### src/rtl/ysyx_041514_clint_pkg.sv
// Shared constants and decode helper for the core-local interruptor.
// Addresses mirror the system configuration; keep both in sync if the memory map moves.
package ysyx_041514_clint_pkg;

  localparam logic [31:0] CLINT_MTIME_ADDR    = 32'h0200_BFF8;
  localparam logic [31:0] CLINT_MTIMECMP_ADDR = 32'h0200_4000;
  localparam logic [63:0] CLINT_MTIMECMP_RESET = 64'hFFFF_FFFF_FFFF_FFFF;
  localparam int          CLINT_TICK_DIV      = 1;
  localparam int          CLINT_DIV_W         = 8;

  typedef enum logic [1:0] {
    SEL_NONE     = 2'd0,
    SEL_MTIME    = 2'd1,
    SEL_MTIMECMP = 2'd2
  } clint_sel_e;

  // Full 32-bit match; aliases and partial decodes are deliberately not supported.
  function automatic clint_sel_e clint_decode(
    input logic [31:0] addr,
    input logic [31:0] mtime_addr,
    input logic [31:0] mtimecmp_addr
  );
    clint_sel_e sel;
    sel = SEL_NONE;
    if (addr == mtime_addr) begin
      sel = SEL_MTIME;
    end else if (addr == mtimecmp_addr) begin
      sel = SEL_MTIMECMP;
    end
    return sel;
  endfunction

endpackage

### src/rtl/ysyx_041514_clint_tick.sv
// Prescaler for mtime: pulses tick_o once every TICK_DIV core clocks.
// clr_i restarts the count so the next pulse lands a full period later.
module ysyx_041514_clint_tick #(
  parameter int TICK_DIV = 1,
  parameter int DIV_W    = 8
) (
  input  logic clk,
  input  logic rst,
  input  logic clr_i,
  output logic tick_o
);

  logic [DIV_W-1:0] r_cnt;
  logic             w_wrap;

  // With TICK_DIV == 1 the counter never leaves zero, so the tick is constant.
  assign w_wrap = (r_cnt == DIV_W'(TICK_DIV - 1));
  assign tick_o = w_wrap;

  always_ff @(posedge clk or posedge rst) begin
    if (rst) begin
      r_cnt <= '0;
    end else if (clr_i || w_wrap) begin
      r_cnt <= '0;
    end else begin
      r_cnt <= r_cnt + DIV_W'(1);
    end
  end

endmodule

### src/rtl/ysyx_041514_clint.sv
// Core-local interruptor: mtime/mtimecmp registers, single-cycle load/store port
// for the memory stage, and the registered machine timer interrupt.
module ysyx_041514_clint
  import ysyx_041514_clint_pkg::*;
#(
  parameter logic [31:0] MTIME_ADDR    = CLINT_MTIME_ADDR,
  parameter logic [31:0] MTIMECMP_ADDR = CLINT_MTIMECMP_ADDR,
  parameter int          TICK_DIV      = CLINT_TICK_DIV,
  parameter int          DIV_W         = CLINT_DIV_W
) (
  input  logic        clk,
  input  logic        rst,
  input  logic [31:0] clint_addr_i,
  input  logic        clint_valid_i,
  input  logic        clint_write_valid_i,
  input  logic [63:0] clint_wdata_i,
  output logic [63:0] clint_rdata_o,
  output logic [63:0] mtime_o,
  output logic        mtip_o
);

  clint_sel_e  w_sel;
  logic        w_wr_mtime;
  logic        w_wr_mtimecmp;
  logic        w_tick;
  logic [63:0] w_mtime_next;
  logic [63:0] w_mtimecmp_next;
  logic [63:0] r_mtime;
  logic [63:0] r_mtimecmp;
  logic        r_mtip;

  assign w_sel = clint_valid_i
               ? clint_decode(clint_addr_i, MTIME_ADDR, MTIMECMP_ADDR)
               : SEL_NONE;

  assign w_wr_mtime    = clint_write_valid_i && (w_sel == SEL_MTIME);
  assign w_wr_mtimecmp = clint_write_valid_i && (w_sel == SEL_MTIMECMP);

  // An mtime store restarts the prescaler, so a stalled store keeps it parked at zero.
  ysyx_041514_clint_tick #(
    .TICK_DIV (TICK_DIV),
    .DIV_W    (DIV_W)
  ) u_tick (
    .clk    (clk),
    .rst    (rst),
    .clr_i  (w_wr_mtime),
    .tick_o (w_tick)
  );

  always_comb begin
    w_mtime_next = r_mtime;
    if (w_wr_mtime) begin
      w_mtime_next = clint_wdata_i;
    end else if (w_tick) begin
      w_mtime_next = r_mtime + 64'd1;
    end
  end

  always_comb begin
    w_mtimecmp_next = r_mtimecmp;
    if (w_wr_mtimecmp) begin
      w_mtimecmp_next = clint_wdata_i;
    end
  end

  // mtip compares the values being loaded, so it tracks writes and ticks with no extra stage.
  always_ff @(posedge clk or posedge rst) begin
    if (rst) begin
      r_mtime    <= '0;
      r_mtimecmp <= CLINT_MTIMECMP_RESET;
      r_mtip     <= 1'b0;
    end else begin
      r_mtime    <= w_mtime_next;
      r_mtimecmp <= w_mtimecmp_next;
      r_mtip     <= (w_mtime_next >= w_mtimecmp_next);
    end
  end

  always_comb begin
    clint_rdata_o = '0;
    case (w_sel)
      SEL_MTIME:    clint_rdata_o = r_mtime;
      SEL_MTIMECMP: clint_rdata_o = r_mtimecmp;
      default:      clint_rdata_o = '0;
    endcase
  end

  assign mtime_o = r_mtime;
  assign mtip_o  = r_mtip;

endmodule

### config.mk
export PLATFORM = sky130hd
export DESIGN_NAME = ysyx_041514_clint
export DESIGN_NICKNAME = d
export VERILOG_FILES = /design/src/rtl/ysyx_041514_clint_pkg.sv /design/src/rtl/ysyx_041514_clint_tick.sv /design/src/rtl/ysyx_041514_clint.sv
export SDC_FILE = /design/constraint.sdc
export NUM_CORES = 1
export LEC_CHECK = 0
export ABC_AREA = 1
export BUFFER_PORTS_ARGS = -buffer_cell sky130_fd_sc_hd__buf_2
export CAP_MARGIN = 10
export CORE_UTILIZATION = 51
export DETAILED_ROUTE_END_ITERATION = 8
export GPL_TIMING_DRIVEN = 1
export PLACE_DENSITY = 0.85
export SYNTH_ARGS = -nofsm -noshare
export SYNTH_HDL_FRONTEND = slang
export SYNTH_SLANG_ARGS = --single-unit
### constraint.sdc
create_clock -name clk -period 4.7 [get_ports clk]
set_input_delay 0.94 -clock clk [delete_from_list [all_inputs] [get_ports clk]]
set_output_delay 0.94 -clock clk [all_outputs]
set_load 0.05 [all_outputs]
==> impl_metrics.tcl, run 1 <==
set metrics [dict create \
    status "complete, no violations" \
    intPower_mw 2.08 \
    grt_overflow 0 \
    synth_top_area_share_pct 17.7 \
    synth_flop_cell "dfrtp_1" \
    dieArea_sq_um 22700 \
    final_core_util_pct 62.4 \
    synth_fp_nets 1933 \
    grt_max_degree 115 \
    maxSlewViolCount 0 \
    htree_levels 4 \
    synth_area_leaders "nand2_1, dfrtp_1, dfstp_2, nand4_1, inv_1" \
    antenna_found_initial 0 \
    synthesis.area_sq_um 11300 \
    fmax_mhz 257 \
    path_clk_slew_ps 70 \
    reg2reg_depth 19 \
    hold_viol_final 0 \
    vdd_drop_max_uv 187 \
    hold_path_depth 1 \
    p_switching_mw 0.709 \
    num_rows 53 \
    hold_path_class "reg -> reg" \
    antenna_cells 0 \
    cp-start-kind "input pin" \
    cp_max_fo 73 \
    period_share_pct 82.8 \
    fin_cells 2238 \
    multi_input_area_sq_um 6480 \
    slowest_delay_ps 520 \
    dp.cells 2206 \
    die_w_um 151 \
    place_ws_ps 743 \
    switching_share_pct 25.4 \
    worst-setup-path-type "in -> out" \
    fin_total_pwr_mw 2.79 \
    wl_mm 43.4 \
    skew_ps 15.6 \
    yosysSeqAreaShare_pct 31.2 \
    path_delay_family "simple AND/OR/NAND/NOR gates" \
    setup_violations 0 \
    final_net_count 2117 \
    finalSetupTns_ps 0 \
    critPathLaunch "clint_addr_i[9]" \
    start_util_pct 52.7 \
    grt_pass1_vias 12305 \
    clockBufferDepth 2 \
    post_cts_buffers 0 \
    rsz0062_at_grt "no" \
    die_h_um 151 \
    worstMarginPinSlew_ps 976 \
    ctsHoldBuffers 0 \
    drive_above_1_share_pct 18.0 \
    cp_cell_sequence "buf_2, or2_1, nor2_1, nand3_1, nor4_4, buf_12, nand3_1, o21ai_0, buf_2" \
    vias_per_cell 5.92 \
    gp_congestion 1.02 \
    min_period_ps 3890 \
    wire_per_inst_um 19.4 \
    drt_iter0_drc 1570 \
    synth_most_common_cell "nand2_1" \
    synthCells 1766 \
    hold_ws_ps 461 \
    grt_pass1_wl_mm 66.5 \
    yosys.area.top_type "nand2_1" \
    dp_hpwl_mm 30.9 \
    cts.sinks 137 \
    insertion_delay_ps 450 \
    ant_nets 0 \
    crit_buf_inv 3 \
    seqCellArea_sq_um 3510 \
    pwr-share-comb_pct 5.0 \
    cts_resized 0 \
    fp.coreArea_sq_um 21400 \
    critPathRequiredTime_ps 3760 \
    io_buffers 228 \
    num-fill-cells 1988 \
    stdcell_area_sq_um 13300 \
    routed-via-count 13251 \
    worst_slack_ps 809 \
    crit_cells 9 \
    grt_use_total_pct 38.7 \
    synth_enable_flop_cells 0 \
    drc 0 \
    cts_tree "built" \
    r2r-start "u_tick.r_cnt[0]$_DFF_PP0_" \
    clock-root-buffer "clkbuf_16" \
    leakage_nw 6.91 \
    ys_async_sr_fraction_pct 100 \
    synthTopCellsByCount "nand2_1, inv_1, nor2_1" \
    p_clk_share_pct 52.7 \
    maxSlewHeadroom_pct 34.9 \
    place_area_sq_um 12700 \
    syn-mean-instance-area_sq_um 6.37 \
    power_density_nw_per_um2 210 \
    ys_warn_count 0 \
    crit_slowest_cell "nor4_4" \
    critPathArrivalTime_ps 2950 \
    maxCapViolations 0 \
    cp-end-kind "output port" \
    boundaryPins 229 \
    worstHoldStart "u_tick.r_cnt[0]$_DFF_PP0_" \
    cts_buffers 17 \
    first_pass_iters 6 \
    ys_ff_latch 137 \
    area_growth_pct 18.3 \
    ys_types 28 \
    p_seq_share_pct 42.4 \
]
==> layer usage <==
| metal | global-route usage [%] | vias to the layer above | wire length, um |
|---|---|---|---|
| met3 | 7.12 | 126 | 4940 |
| li1 | - | 6151 | - |
| met5 | 0 | - | 0 |
| met1 | 53.8 | 6116 | 17600 |
| met4 | 16.3 | 0 | 1560 |
| met2 | 58.6 | 858 | 19300 |
==> registers in the layout (all words and copies together) (netlist names) <==
register      count
mtip_o            1
r_mtimecmp       64
mtime_o          64
u_tick.r_cnt      8
==> cells in the final DEF (no fill, tap or decap), types with 21 or more instances in the layout <==
cell type / netlist / layout
nor2_1: 189 / 188
xor2_1: 21 / 21
nand2_1: 532 / 532
dfstp_2: 64 / 64
o21ai_0: 75 / 75
inv_1: 260 / 259
ha_1: 67 / 67
nand3_1: 90 / 87
o22ai_1: 42 / 42
dfrtp_1: 73 / 73
buf_2: 10 / 227
a21oi_1: 60 / 60
nand4_1: 167 / 167
==> kinds of logic (layout without fill, tap and decap cells) <==
family,count (synthesis),in the layout,synth area share (%)
AOI/OAI and AO/OA,185,185,8.85
xor gates and xnor gates,21,21,1.63
adders and majority gates,67,67,7.45
buffers and inverters,343,540,11.5
DFF,137,137,31.2
and+or+nand+nor,1013,1013,39.4
==> final timing paths <==
kind	endpoint	slack [ps]
max in group asynchronous	r_mtimecmp[58]$_DFF_PP1_	3030
worst max register to register	mtip_o$_DFF_PP0_	910
worst min register to register	u_tick.r_cnt[0]$_DFF_PP0_	460
worst min-delay path	u_tick.r_cnt[0]$_DFF_PP0_	460
min in group asynchronous	mtime_o[21]$_DFF_PP0_	710
worst max-delay path	clint_rdata_o[37]	810
==> layout make-up <==
class | count | share of cell area [%]
Multi-Input combinational cell | 1286 | 48.6
Sequential cell | 137 | 26.3
Timing Repair Buffer | 248 | 10.4
Inverter | 260 | 7.35
Clock buffer | 20 | 3.59
Tap cell | 275 | 2.58
Clock inverter | 12 | 1.13
==> power by group through the flow <==
stage	Combinational (mW)	Sequential, mW	Clock, mW
after floorplan	0.0518	1.20	0
after global placement	0.132	1.20	0
after detailed placement	0.135	1.20	0
after CTS	0.136	1.18	1.47
after global routing	0.151	1.18	1.53
final	0.139	1.18	1.47
No activity file was read; power rests on OpenSTA's default activity.
==> inputs of run 2 (changes only) <==
- clock period: 4.7 -> 3.35 ns (I/O delays scaled with it)
==> impl_metrics.tcl, run 2 (same netlist as run 1, synthesis figures left out) <==
set metrics [dict create \
    vias_per_cell 5.89 \
    dieArea_sq_um 22700 \
    dp_hpwl_mm 32.5 \
    busiest_layer "met2" \
    die_h_um 151 \
    finalSetupTns_ps 0 \
    multi_input_area_sq_um 6590 \
    first_pass_iters 6 \
    grtUsageMet3_pct 7.52 \
    critPathArrivalTime_ps 2530 \
    place_ws_ps -58.4 \
    worst-setup-path-type "in -> out" \
    routed-via-count 13607 \
    path_clk_slew_ps 70 \
    clockBufferDepth 2 \
    r2r-end "mtip_o$_DFF_PP0_" \
    min_period_ps 3200 \
    antenna_found_initial 0 \
    stdcell_area_sq_um 14100 \
    hold_path_class "in -> async" \
    grt_overflow 0 \
    drc 0 \
    final_core_util_pct 65.9 \
    grt_use_met1_pct 53.3 \
    cts_buffers 17 \
    antenna_cells 0 \
    cts.sinks 137 \
    maxSlewHeadroom_pct 59.5 \
    crit_buf_inv 4 \
    reg2reg_depth 22 \
    seqCellArea_sq_um 3510 \
    num_rows 53 \
    ant_nets 0 \
    maxCapViolations 0 \
    io_buffers 228 \
    start_util_pct 52.7 \
    cts_tree "built" \
    cp-start-kind "input pin" \
    final_cell_mix "nand2_1, inv_1, buf_2" \
    boundaryPins 229 \
    die_w_um 151 \
    r2r-start "u_tick.r_cnt[0]$_DFF_PP0_" \
    wl_mm 44.2 \
    grt_use_total_pct 39.2 \
    dp.cells 2274 \
    power_density_nw_per_um2 263 \
    grt_pass1_vias 12637 \
    maxSlewViolCount 0 \
    hold_ws_ps 391 \
    path_delay_family "buffers and inverters" \
    htree_levels 4 \
    period_share_pct 95.6 \
    leakage_nw 7.32 \
    hold_viol_final 0 \
    num-fill-cells 1918 \
    grt_util_met2_pct 61.7 \
    ctsHoldBuffers 0 \
    fin_total_pwr_mw 3.70 \
    area_growth_pct 25.0 \
    fp.coreArea_sq_um 21400 \
    fin_cells 2311 \
    layout_commonest_cell "nand2_1" \
    vdd_drop_max_uv 287 \
    place_area_sq_um 13300 \
    crit_slowest_cell "buf_4" \
    final_net_count 2190 \
    setup_violations 0 \
    rsz0062_at_grt "yes" \
    grt_max_degree 100 \
    slowest_delay_ps 290 \
    rrSetupSlack_ps 160 \
    drive_above_1_share_pct 22.4 \
    cp_max_fo 25 \
    cp_cell_sequence "buf_2, or2_1, nor2_1, nand3_1, nor4_4, buf_4, buf_12, nand3_1, o21ai_0, buf_4" \
    grt_pass1_wl_mm 68.0 \
    worst_slack_ps 146 \
    status "complete, no violations" \
    drt_iter0_drc 1415 \
    wire_per_inst_um 19.1 \
    insertion_delay_ps 440 \
    fmax_mhz 312 \
    cp-end-kind "output port" \
    clock-root-buffer "clkbuf_16" \
    worstMarginPinSlew_ps 607 \
    gp_congestion 1.02 \
    critPathRequiredTime_ps 2680 \
    skew_ps 11.1 \
]
-- run 2: cell types whose count changed in the layout (fill, tap and decap cells not counted), sizes merged --
cell and delta:
buf +72, bufinv -2, clkbuf +2, clkinv +2
clkinvlp +3, inv -4
-- run 2: worst max path at each step --
stage / end / slack [ps] / startpoint / depth (start not counted)
3_3_place_gp: mtip_o$_DFF_PP0_ / 10 / u_tick.r_cnt[0]$_DFF_PP0_ / 22
2_1_floorplan: clint_rdata_o[10] / 2 / clint_addr_i[19] / 6
3_5_place_dp: mtip_o$_DFF_PP0_ / -60 / u_tick.r_cnt[0]$_DFF_PP0_ / 22
4_1_cts: mtip_o$_DFF_PP0_ / 80 / u_tick.r_cnt[0]$_DFF_PP0_ / 21
5_1_grt: mtip_o$_DFF_PP0_ / -60 / u_tick.r_cnt[0]$_DFF_PP0_ / 21
6_report: clint_rdata_o[14] / 150 / clint_addr_i[11] / 10
-- run 2: layer usage --
metal  vias up  share of wire, %
li1       6299                 -
met1      6258                40
met2       913                45
met3       137                12
met4         0               3.8
met5         -                 0
-- run 2: report_power, final --
part / switching, mW / internal [mW] / leakage [nW]
logic: 0.138 / 0.0610 / 5.56
clock network: 0.821 / 1.02 / 0.271
registers: 0.000000515 / 1.66 / 1.49
total: 0.960 / 2.74 / 7.32
-- run 2: worst reg2reg max path, cell delays in order, from the launching register on --
cell and delay (ps):
dfrtp_1 410, inv_2 80, ha_1 140, nand2_1 90, nor2_4 230, clkbuf_16 200
nand3_2 170, nor2_4 190, buf_4 150, nand2_1 50, nand2_1 80, o22ai_1 100
ha_1 320, nand2_1 80, nor2_2 150, nand4_1 110, nor2_2 170, nand2_1 60
nand3_1 80, nor2_2 40, nand2_1 120, nand2_1 70, nand2_1 60
-- run 2: final cells by class --
cell class,count,area share [%]
multi-input combinational,1286,46.8
sequential,137,24.9
timing repair buffer,321,14.8
inverter,260,6.96
clock buffer,21,3.34
tap,275,2.45
clock inverter,11,0.640
-- run 2: what timing repair did --
action / in CTS / in global routing
resized for setup: 6 / 42
buffers inserted: 0 / 4
pin swaps: 0 / 12
endpoints found under the setup margin: 1 / 2
cloned: 0 / 1
